`config.mk`:
```
export PLATFORM = sky130hd
export DESIGN_NAME = pipeline_ctrl
export DESIGN_NICKNAME = d
export VERILOG_FILES = /design/src/rtl/pipe_ctrl_pkg.sv /design/src/rtl/pipe_perf_cnt.sv /design/src/rtl/pipeline_ctrl.sv
export SDC_FILE = /design/constraint.sdc
export NUM_CORES = 1
export LEC_CHECK = 0
export CORE_UTILIZATION = 30
export CTS_CLUSTER_SIZE = 30
export DETAILED_ROUTE_END_ITERATION = 8
export PLACE_DENSITY = 0.81
export SLEW_MARGIN = 20
export SYNTH_ARGS = -nofsm -noshare
export SYNTH_HDL_FRONTEND = slang
export SYNTH_HIERARCHICAL = 1
export SYNTH_SLANG_ARGS = --single-unit
```
`constraint.sdc`:
```
create_clock -name clk -period 4.5 [get_ports clk]
set_clock_uncertainty 0.15 [all_clocks]
set_input_delay 0.9 -clock clk [delete_from_list [all_inputs] [get_ports clk]]
set_output_delay 0.9 -clock clk [all_outputs]
set_load 0.02 [all_outputs]
```
`src/rtl/pipe_ctrl_pkg.sv`:
```
// Shared types for the RV32 pipeline controller: FSM state, stage valid
// bundle, per-cycle pipeline action and the forwarding/priority encodings
// also used by the hazard unit.
package pipe_ctrl_pkg;

  typedef enum logic [1:0] {
    BOOT   = 2'd0,
    RUN    = 2'd1,
    DRAIN  = 2'd2,
    HALTED = 2'd3
  } state_t;

  typedef struct packed {
    logic id;
    logic ex;
    logic mem;
    logic wb;
  } pipe_valid_t;

  // What the pipeline does this cycle, highest priority first.
  typedef enum logic [1:0] {
    ACT_HOLD   = 2'd0,
    ACT_FLUSH  = 2'd1,
    ACT_STALL  = 2'd2,
    ACT_NORMAL = 2'd3
  } pipe_act_t;

  // Operand forwarding selects, shared with the hazard unit.
  localparam logic [1:0] FWD_NONE   = 2'b00;
  localparam logic [1:0] FWD_MEM_WB = 2'b01;
  localparam logic [1:0] FWD_EX_MEM = 2'b10;

  // Priority ranks (lower wins), shared with the hazard unit.
  localparam logic [1:0] PRIO_MEM_WAIT = 2'd0;
  localparam logic [1:0] PRIO_FLUSH    = 2'd1;
  localparam logic [1:0] PRIO_STALL    = 2'd2;
  localparam logic [1:0] PRIO_NORMAL   = 2'd3;

  // Resolve the qualified events into one action: memory wait freezes
  // everything, a taken branch beats a load-use stall.
  function automatic pipe_act_t pick_action(input logic mem_wait,
                                            input logic flush_eff,
                                            input logic stall_eff);
    pipe_act_t act;
    if (mem_wait) begin
      act = ACT_HOLD;
    end else if (flush_eff) begin
      act = ACT_FLUSH;
    end else if (stall_eff) begin
      act = ACT_STALL;
    end else begin
      act = ACT_NORMAL;
    end
    return act;
  endfunction

  // True while any stage still carries an instruction.
  function automatic logic pipe_busy(input pipe_valid_t v);
    return v.id | v.ex | v.mem | v.wb;
  endfunction

endpackage

```
`src/rtl/pipe_perf_cnt.sv`:
```
// Stall / flush / retire performance counters for the pipeline controller.
// Only compiled when PIPE_PERF_CNT_EN is defined; counters wrap naturally.
`ifdef PIPE_PERF_CNT_EN
module pipe_perf_cnt #(
  parameter int CNT_W = 32
) (
  input  logic             clk,
  input  logic             rst_n,
  input  logic             stall_inc,
  input  logic             flush_inc,
  input  logic             retire_inc,
  output logic [CNT_W-1:0] stall_cycles,
  output logic [CNT_W-1:0] flush_count,
  output logic [CNT_W-1:0] retire_count
);

  localparam logic [CNT_W-1:0] CNT_ONE  = CNT_W'(1'b1);
  localparam logic [CNT_W-1:0] CNT_ZERO = {CNT_W{1'b0}};

  logic [CNT_W-1:0] stall_cnt_r;
  logic [CNT_W-1:0] flush_cnt_r;
  logic [CNT_W-1:0] retire_cnt_r;

  // Advance each counter on its increment strobe.
  always_ff @(posedge clk or negedge rst_n) begin
    if (!rst_n) begin
      stall_cnt_r  <= CNT_ZERO;
      flush_cnt_r  <= CNT_ZERO;
      retire_cnt_r <= CNT_ZERO;
    end else begin
      if (stall_inc)  stall_cnt_r  <= stall_cnt_r + CNT_ONE;
      if (flush_inc)  flush_cnt_r  <= flush_cnt_r + CNT_ONE;
      if (retire_inc) retire_cnt_r <= retire_cnt_r + CNT_ONE;
    end
  end

  assign stall_cycles = stall_cnt_r;
  assign flush_count  = flush_cnt_r;
  assign retire_count = retire_cnt_r;

endmodule
`endif

```
`src/rtl/pipeline_ctrl.sv`:
```
// 5-stage RV32 pipeline controller: turns hazard/branch/memory handshakes
// into per-stage register enables, stage valid bits, the ID/EX bubble and
// PC hold, and sequences boot and the debug halt/drain.
// Optional: define PIPE_PERF_CNT_EN to build the performance counters;
// otherwise the counter outputs are constant zero.
module pipeline_ctrl
  import pipe_ctrl_pkg::*;
#(
  parameter int BOOT_DELAY = 2,
  parameter int CNT_W      = 32
) (
  input  logic             clk,
  input  logic             rst_n,
  input  logic             stall_req,
  input  logic             flush_req,
  input  logic             mem_wait,
  input  logic             imem_valid,
  input  logic             halt_req,
  output logic             pc_enable,
  output logic             if_id_en,
  output logic             id_ex_en,
  output logic             ex_mem_en,
  output logic             mem_wb_en,
  output logic             id_ex_bubble,
  output logic             valid_id,
  output logic             valid_ex,
  output logic             valid_mem,
  output logic             valid_wb,
  output logic             retire,
  output logic             halted,
  output logic [CNT_W-1:0] stall_cycles,
  output logic [CNT_W-1:0] flush_count,
  output logic [CNT_W-1:0] retire_count
);

  localparam int BOOT_W = (BOOT_DELAY < 1) ? 1 : $clog2(BOOT_DELAY + 1);
  localparam logic [BOOT_W-1:0] BOOT_LAST = BOOT_W'(BOOT_DELAY);

  state_t            state_r;
  logic [BOOT_W-1:0] boot_cnt_r;
  pipe_valid_t       valid_r;
  logic              halted_r;

  logic        active_s;
  logic        stall_eff_s;
  logic        flush_eff_s;
  logic        fetch_ok_s;
  pipe_act_t   act_s;
  pipe_valid_t valid_nxt_s;
  logic        pc_en_s;
  logic        if_id_en_s;
  logic        id_ex_en_s;
  logic        ex_mem_en_s;
  logic        mem_wb_en_s;
  logic        bubble_s;

  assign active_s    = (state_r == RUN) || (state_r == DRAIN);
  assign stall_eff_s = stall_req & valid_r.id & valid_r.ex;
  assign flush_eff_s = flush_req & valid_r.ex;
  assign fetch_ok_s  = imem_valid & (state_r == RUN);

  // Pick this cycle's action and derive enables and next stage valids.
  always_comb begin
    pc_en_s     = 1'b0;
    if_id_en_s  = 1'b0;
    id_ex_en_s  = 1'b0;
    ex_mem_en_s = 1'b0;
    mem_wb_en_s = 1'b0;
    bubble_s    = 1'b0;
    valid_nxt_s = valid_r;
    act_s       = pick_action(mem_wait, flush_eff_s, stall_eff_s);
    if (active_s) begin
      case (act_s)
        ACT_HOLD: begin
          valid_nxt_s = valid_r;
        end
        ACT_FLUSH: begin
          // Target PC is captured even while draining so resume is correct.
          pc_en_s         = 1'b1;
          if_id_en_s      = 1'b1;
          id_ex_en_s      = 1'b1;
          ex_mem_en_s     = 1'b1;
          mem_wb_en_s     = 1'b1;
          valid_nxt_s.id  = 1'b0;
          valid_nxt_s.ex  = 1'b0;
          valid_nxt_s.mem = valid_r.ex;
          valid_nxt_s.wb  = valid_r.mem;
        end
        ACT_STALL: begin
          id_ex_en_s      = 1'b1;
          ex_mem_en_s     = 1'b1;
          mem_wb_en_s     = 1'b1;
          bubble_s        = 1'b1;
          valid_nxt_s.id  = valid_r.id;
          valid_nxt_s.ex  = 1'b0;
          valid_nxt_s.mem = valid_r.ex;
          valid_nxt_s.wb  = valid_r.mem;
        end
        ACT_NORMAL: begin
          pc_en_s         = fetch_ok_s;
          if_id_en_s      = 1'b1;
          id_ex_en_s      = 1'b1;
          ex_mem_en_s     = 1'b1;
          mem_wb_en_s     = 1'b1;
          valid_nxt_s.id  = fetch_ok_s;
          valid_nxt_s.ex  = valid_r.id;
          valid_nxt_s.mem = valid_r.ex;
          valid_nxt_s.wb  = valid_r.mem;
        end
        default: begin
          valid_nxt_s = valid_r;
        end
      endcase
    end else begin
      valid_nxt_s = valid_r;
    end
  end

  // Boot / run / drain / halted sequencing with registered valids and halted.
  always_ff @(posedge clk or negedge rst_n) begin
    if (!rst_n) begin
      state_r     <= BOOT;
      boot_cnt_r  <= {BOOT_W{1'b0}};
      valid_r.id  <= 1'b0;
      valid_r.ex  <= 1'b0;
      valid_r.mem <= 1'b0;
      valid_r.wb  <= 1'b0;
      halted_r    <= 1'b0;
    end else begin
      valid_r <= valid_nxt_s;
      case (state_r)
        BOOT: begin
          if (boot_cnt_r == BOOT_LAST) begin
            state_r <= halt_req ? DRAIN : RUN;
          end else begin
            boot_cnt_r <= boot_cnt_r + BOOT_W'(1'b1);
          end
        end
        RUN: begin
          if (halt_req) state_r <= DRAIN;
        end
        DRAIN: begin
          // Halt request is latched here: only an empty, idle pipe exits.
          if (!pipe_busy(valid_r) && !mem_wait) begin
            state_r  <= HALTED;
            halted_r <= 1'b1;
          end
        end
        HALTED: begin
          if (!halt_req) begin
            state_r  <= RUN;
            halted_r <= 1'b0;
          end
        end
        default: begin
          state_r <= BOOT;
        end
      endcase
    end
  end

  assign pc_enable    = pc_en_s;
  assign if_id_en     = if_id_en_s;
  assign id_ex_en     = id_ex_en_s;
  assign ex_mem_en    = ex_mem_en_s;
  assign mem_wb_en    = mem_wb_en_s;
  assign id_ex_bubble = bubble_s;
  assign valid_id     = valid_r.id;
  assign valid_ex     = valid_r.ex;
  assign valid_mem    = valid_r.mem;
  assign valid_wb     = valid_r.wb;
  assign retire       = valid_r.wb & ~mem_wait;
  assign halted       = halted_r;

`ifdef PIPE_PERF_CNT_EN
  logic stall_inc_s;
  logic flush_inc_s;

  assign stall_inc_s = active_s & (act_s == ACT_STALL);
  assign flush_inc_s = active_s & (act_s == ACT_FLUSH);

  pipe_perf_cnt #(
    .CNT_W (CNT_W)
  ) u_perf_cnt (
    .clk          (clk),
    .rst_n        (rst_n),
    .stall_inc    (stall_inc_s),
    .flush_inc    (flush_inc_s),
    .retire_inc   (retire),
    .stall_cycles (stall_cycles),
    .flush_count  (flush_count),
    .retire_count (retire_count)
  );
`else
  assign stall_cycles = {CNT_W{1'b0}};
  assign flush_count  = {CNT_W{1'b0}};
  assign retire_count = {CNT_W{1'b0}};
`endif

endmodule

```
== Word level (Yosys, flattened, before mapping) ==
Index checks and enable logic that the tools add are counted.
W data, S select, Z words.

* Flip-flop bits (word level): 9
* Output and inout port bits: 108
* Logic and storage cells: 66

* Add/subtract/negate cells: 1
* Eq/ne operators: 11
* Mux-type cells: 21
* Bitwise gates (word level): 12
* Reductions and logical operators: 14

{| class="wikitable"
|+ Operators by type and width
! operator !! number
|-
| $mux W2 || 7
|-
| $pmux W4 S3 || 1
|-
| $eq A2 B2 Y1 const B || 5
|-
| $mux W1 || 10
|-
| $pmux W2 S4 || 1
|-
| $ne A2 B2 Y1 const B || 3
|-
| $reduce_and A3 Y1 || 2
|-
| $and A1 B1 Y1 || 5
|-
| $eq A2 B1 Y1 const B || 2
|-
| $logic_not A2 Y1 || 2
|-
| $not A1 Y1 || 4
|-
| $pmux W1 S2 || 2
|-
| $reduce_and A2 Y1 || 2
|-
| $reduce_and A4 Y1 || 1
|-
| $or A1 B1 Y1 || 3
|-
| $reduce_or A3 Y1 || 1
|-
| $add A2 B1 Y2 const B || 1
|-
| $logic_not A1 Y1 || 2
|-
| $ne A2 B1 Y1 const B || 1
|-
| $reduce_bool A2 Y1 || 1
|-
| $reduce_or A2 Y1 || 1
|-
| $logic_and A1 B1 Y1 || 1
|-
| $logic_or A1 B1 Y1 || 1
|}

== Longest topological paths before layout ==
* Word-level depth: 9
* Mapped depth: 7
* Mapped depth without buffers: 6

== Least setup slack after synthesis ==
Ideal clock, no wire load.

* Path kind: input port to output port
* Start: in mem_wait
* End: out id_ex_bubble
* Arrival time: 1717 ps
* Slack: 1733 ps
* Cell stages on the path: 3
* Buffers on the path: 1
* Cell sequence: nand2b_1 > clkbuf_1 > nor3_1

* Longest elaborated chain between the ends: 4

{| class="wikitable"
|+ Ends and longest elaborated chain
! item !! RTL line !! source
|-
| start: declaration || pipeline_ctrl.sv:16 || <nowiki>input logic mem_wait,</nowiki>
|-
| $mux W2 || pipe_ctrl_pkg.sv:45 || <nowiki>if (mem_wait) begin</nowiki>
|-
| $eq A2 B2 Y1 || pipeline_ctrl.sv:73 || <nowiki>case (act_s)</nowiki>
|-
| $mux W1 || pipeline_ctrl.sv:73 ||
|-
| $mux W1 || pipeline_ctrl.sv:72 || <nowiki>if (active_s) begin</nowiki>
|-
| end: declaration || pipeline_ctrl.sv:24 || <nowiki>output logic id_ex_bubble,</nowiki>
|}

No other way between the ends.

== Final worst setup path ==
Ends and elaborated chain as after synthesis.

==> results.cfg <==
[yosys]
yosys_warnings = 6
yosys.area.top_type_share = 0.562
syn_avg_cell_area_um2 = 8.19
yosys.area.top_type = buf_4
synth_area_um2 = 1310
synth_area_leaders = buf_4 56%, dfrtp_1 17%, ha_1 5.7%
synth_cells = 160
ys_types = 23
yosysSeqAreaShare = 0.172
synth-seq-cells = 9

[cells_and_area]
multi_input_area_um2 = 682
stdcell_count = 227
regArea_um2 = 225
final_cell_mix = 96 x conb_1, 18 x clkdlybuf4s50_1, 10 x nand2_1, 9 x dfrtp_1, 6 x ha_1
layout_commonest_cell = conb_1
layout-drive-gt1-share = 0.0395
nets = 191
area_growth_pct = -7.55
n_fill_cell = 458
final_util = 0.296
diodes = 0

[worst_setup_path]
worstSetupPathType = input port to output port
r2r_slack_ps = 2600
cp_top_family = buffers and inverters
cp-startpoint = mem_wait
cp-start-kind = input port
reg2reg_to = state_r[0]$_DFFE_PN0P_
r2r_cells = 4
crit_path_cell_trace = clkdlybuf4s50_1 > nand2b_1 > nor3_1 > clkdlybuf4s50_1
end_kind = output port
cp-endpoint = id_ex_bubble
cp_max_fo = 10
cpMostUsedCell = clkdlybuf4s50_1
cp_slowest_cell = clkdlybuf4s50_1
slowest_delay_ps = 630
cp.arrival_ps = 2520
worstPathBufferInverterCount = 2
worst-endpoint-required_ps = 3450
worst-path-stages = 4
r2r-start = valid_id$_DFFE_PN0P_

[pwr]
intPower_uw = 360
p_leak_nw = 0.689
swShare = 0.479
p_per_area_nw_per_um2 = 571
vdd_drop_max_uv = 298
seq_power_share = 0.233
p_comb_frac = 0.628
p_sw_uw = 331
clockPowerShare = 0.139

[drt]
drt-initial-drc-count = 2
drc_errors = 0
viasPerCell = 3.19
routed_wl_um = 1560
num_vias = 724
dr.pass1.iters = 3
ant_nets = 0
wl_per_cell_um = 6.88

[cts]
cts_buffer_depth = 2
ctsResizeCount = 0
cts_hold_buf = 0
htreeDepth = 1
clockRootBuffer = clkbuf_8
cts_tree = built
cts-buffers-inserted = 3
postCtsSetupBuffers = 0
cts.sinks = 9
path_clk_slew_ps = 40
clock_latency_ps = 240

[hold_path]
hp-class = flip-flop to flip-flop

[sta]
max_clock_freq_ghz = 0.280
rsz0062_at_grt = false
hold_viol = 0
slew_viol_final = 0
fin_crit_sh = 0.794
setup_tns_ps = 0
setup_viol = 0
period_needed_ps = 3570

[global_route]
grt_pass1_vias = 504
grt_max_degree = 11
grt_pass1_wl_um = 2210
grt-ovfl-total = 0
grt_use_total = 0.0648
antenna_found_initial = 0

[placed_design]
gp_congestion = 0.753
dp_cells = 223
port-buffer-count = 18
dp_hpwl_um = 1350

[floorplanning]
num_rows = 23
chipHeight_um = 68.1
die_w_um = 68.1
io_pins = 115
die-area_um2 = 4630
core_um2 = 4090
start_util = 0.321

[status]
outcome = complete, no violations

[job]
maxCapViolCount = 0
## power groups by stage
stage / Combinational (mW) / Clock, mW / Sequential [mW]
after floorplan: 0.379 / 0 / 0.170
after global placement: 0.427 / 0 / 0.160
after detailed placement: 0.438 / 0 / 0.161
after CTS: 0.439 / 0.0984 / 0.161
after global routing: 0.479 / 0.102 / 0.167
final: 0.434 / 0.0959 / 0.161
## through the flow
step | total power, mW | setup slack (ps) | hold slack, ps | area [um^2]
finish | 0.691 | 929 | 328 | 1210
global route | 0.748 | 800 | 344 | 1210
CTS | 0.698 | 905 | 329 | 1210
detailed placement | 0.599 | 929 | 319 | 1160
global placement | 0.587 | 909 | 310 | 1160
floorplan | 0.548 | 1730 | 296 | 1670
## synthesized netlist by cell type
cell and instances:
or4_4 1, conb_1 1, mux2_4 1, o21ai_0 5, dfrtp_1 9, xnor2_1 1
a32oi_1 1, nor2b_1 1, inv_1 4, or2b_1 1, o21a_1 2, ha_1 6
clkbuf_1 1, buf_4 98, nand3_1 2, nor3_1 3, clkbuf_2 1, nand2b_1 1
nand3b_4 1, mux2i_1 3, a21oi_1 3, nor2_1 4, nand2_1 10
## sequential cells by signal, indices dropped and copies added, names as in the netlist
name,count
halted,1
valid_id,1
state_r,2
valid_ex,1
valid_mem,1
valid_wb,1
boot_cnt_r,2
## worst min path at each step
stage,start,end,depth (start not counted)
after floorplan,boot_cnt_r[0]$_DFFE_PN0P_,boot_cnt_r[0]$_DFFE_PN0P_,1
after global placement,boot_cnt_r[0]$_DFFE_PN0P_,boot_cnt_r[0]$_DFFE_PN0P_,1
after detailed placement,boot_cnt_r[0]$_DFFE_PN0P_,boot_cnt_r[0]$_DFFE_PN0P_,1
after CTS,boot_cnt_r[0]$_DFFE_PN0P_,boot_cnt_r[0]$_DFFE_PN0P_,1
after global routing,boot_cnt_r[0]$_DFFE_PN0P_,boot_cnt_r[0]$_DFFE_PN0P_,1
final,boot_cnt_r[0]$_DFFE_PN0P_,boot_cnt_r[0]$_DFFE_PN0P_,1
## cell type report
type | instances | area share
Inverter | 4 | 0.0124
Multi-Input combinational cell | 142 | 0.563
Clock inverter | 1 | 0.00413
Clock buffer | 3 | 0.0341
Tap cell | 50 | 0.0517
Sequential cell | 9 | 0.186
Timing Repair Buffer | 18 | 0.149
## layer usage
layer / vias up / track usage / routed length (um)
met4: 0 / 0.0234 / 10
met2: 62 / 0.0980 / 718
met3: 3 / 0.0367 / 223
li1: 343 / - / -
met5: - / 0 / 0
met1: 316 / 0.0756 / 609
## cell families (layout without fill, tap and decap cells)
| logic type | Yosys count | in the layout | share of synthesized area |
|---|---|---|---|
| buf+inv | 104 | 26 | 0.580 |
| mux | 4 | 4 | 0.0344 |
| simple gates | 24 | 24 | 0.0984 |
| fa+ha+maj | 6 | 6 | 0.0573 |
| compound gates | 11 | 11 | 0.0487 |
| flops | 9 | 9 | 0.172 |
| other cells | 1 | 96 | 0.00286 |
| xor+xnor | 1 | 1 | 0.00669 |
No activity file was read; power rests on OpenSTA's default activity.
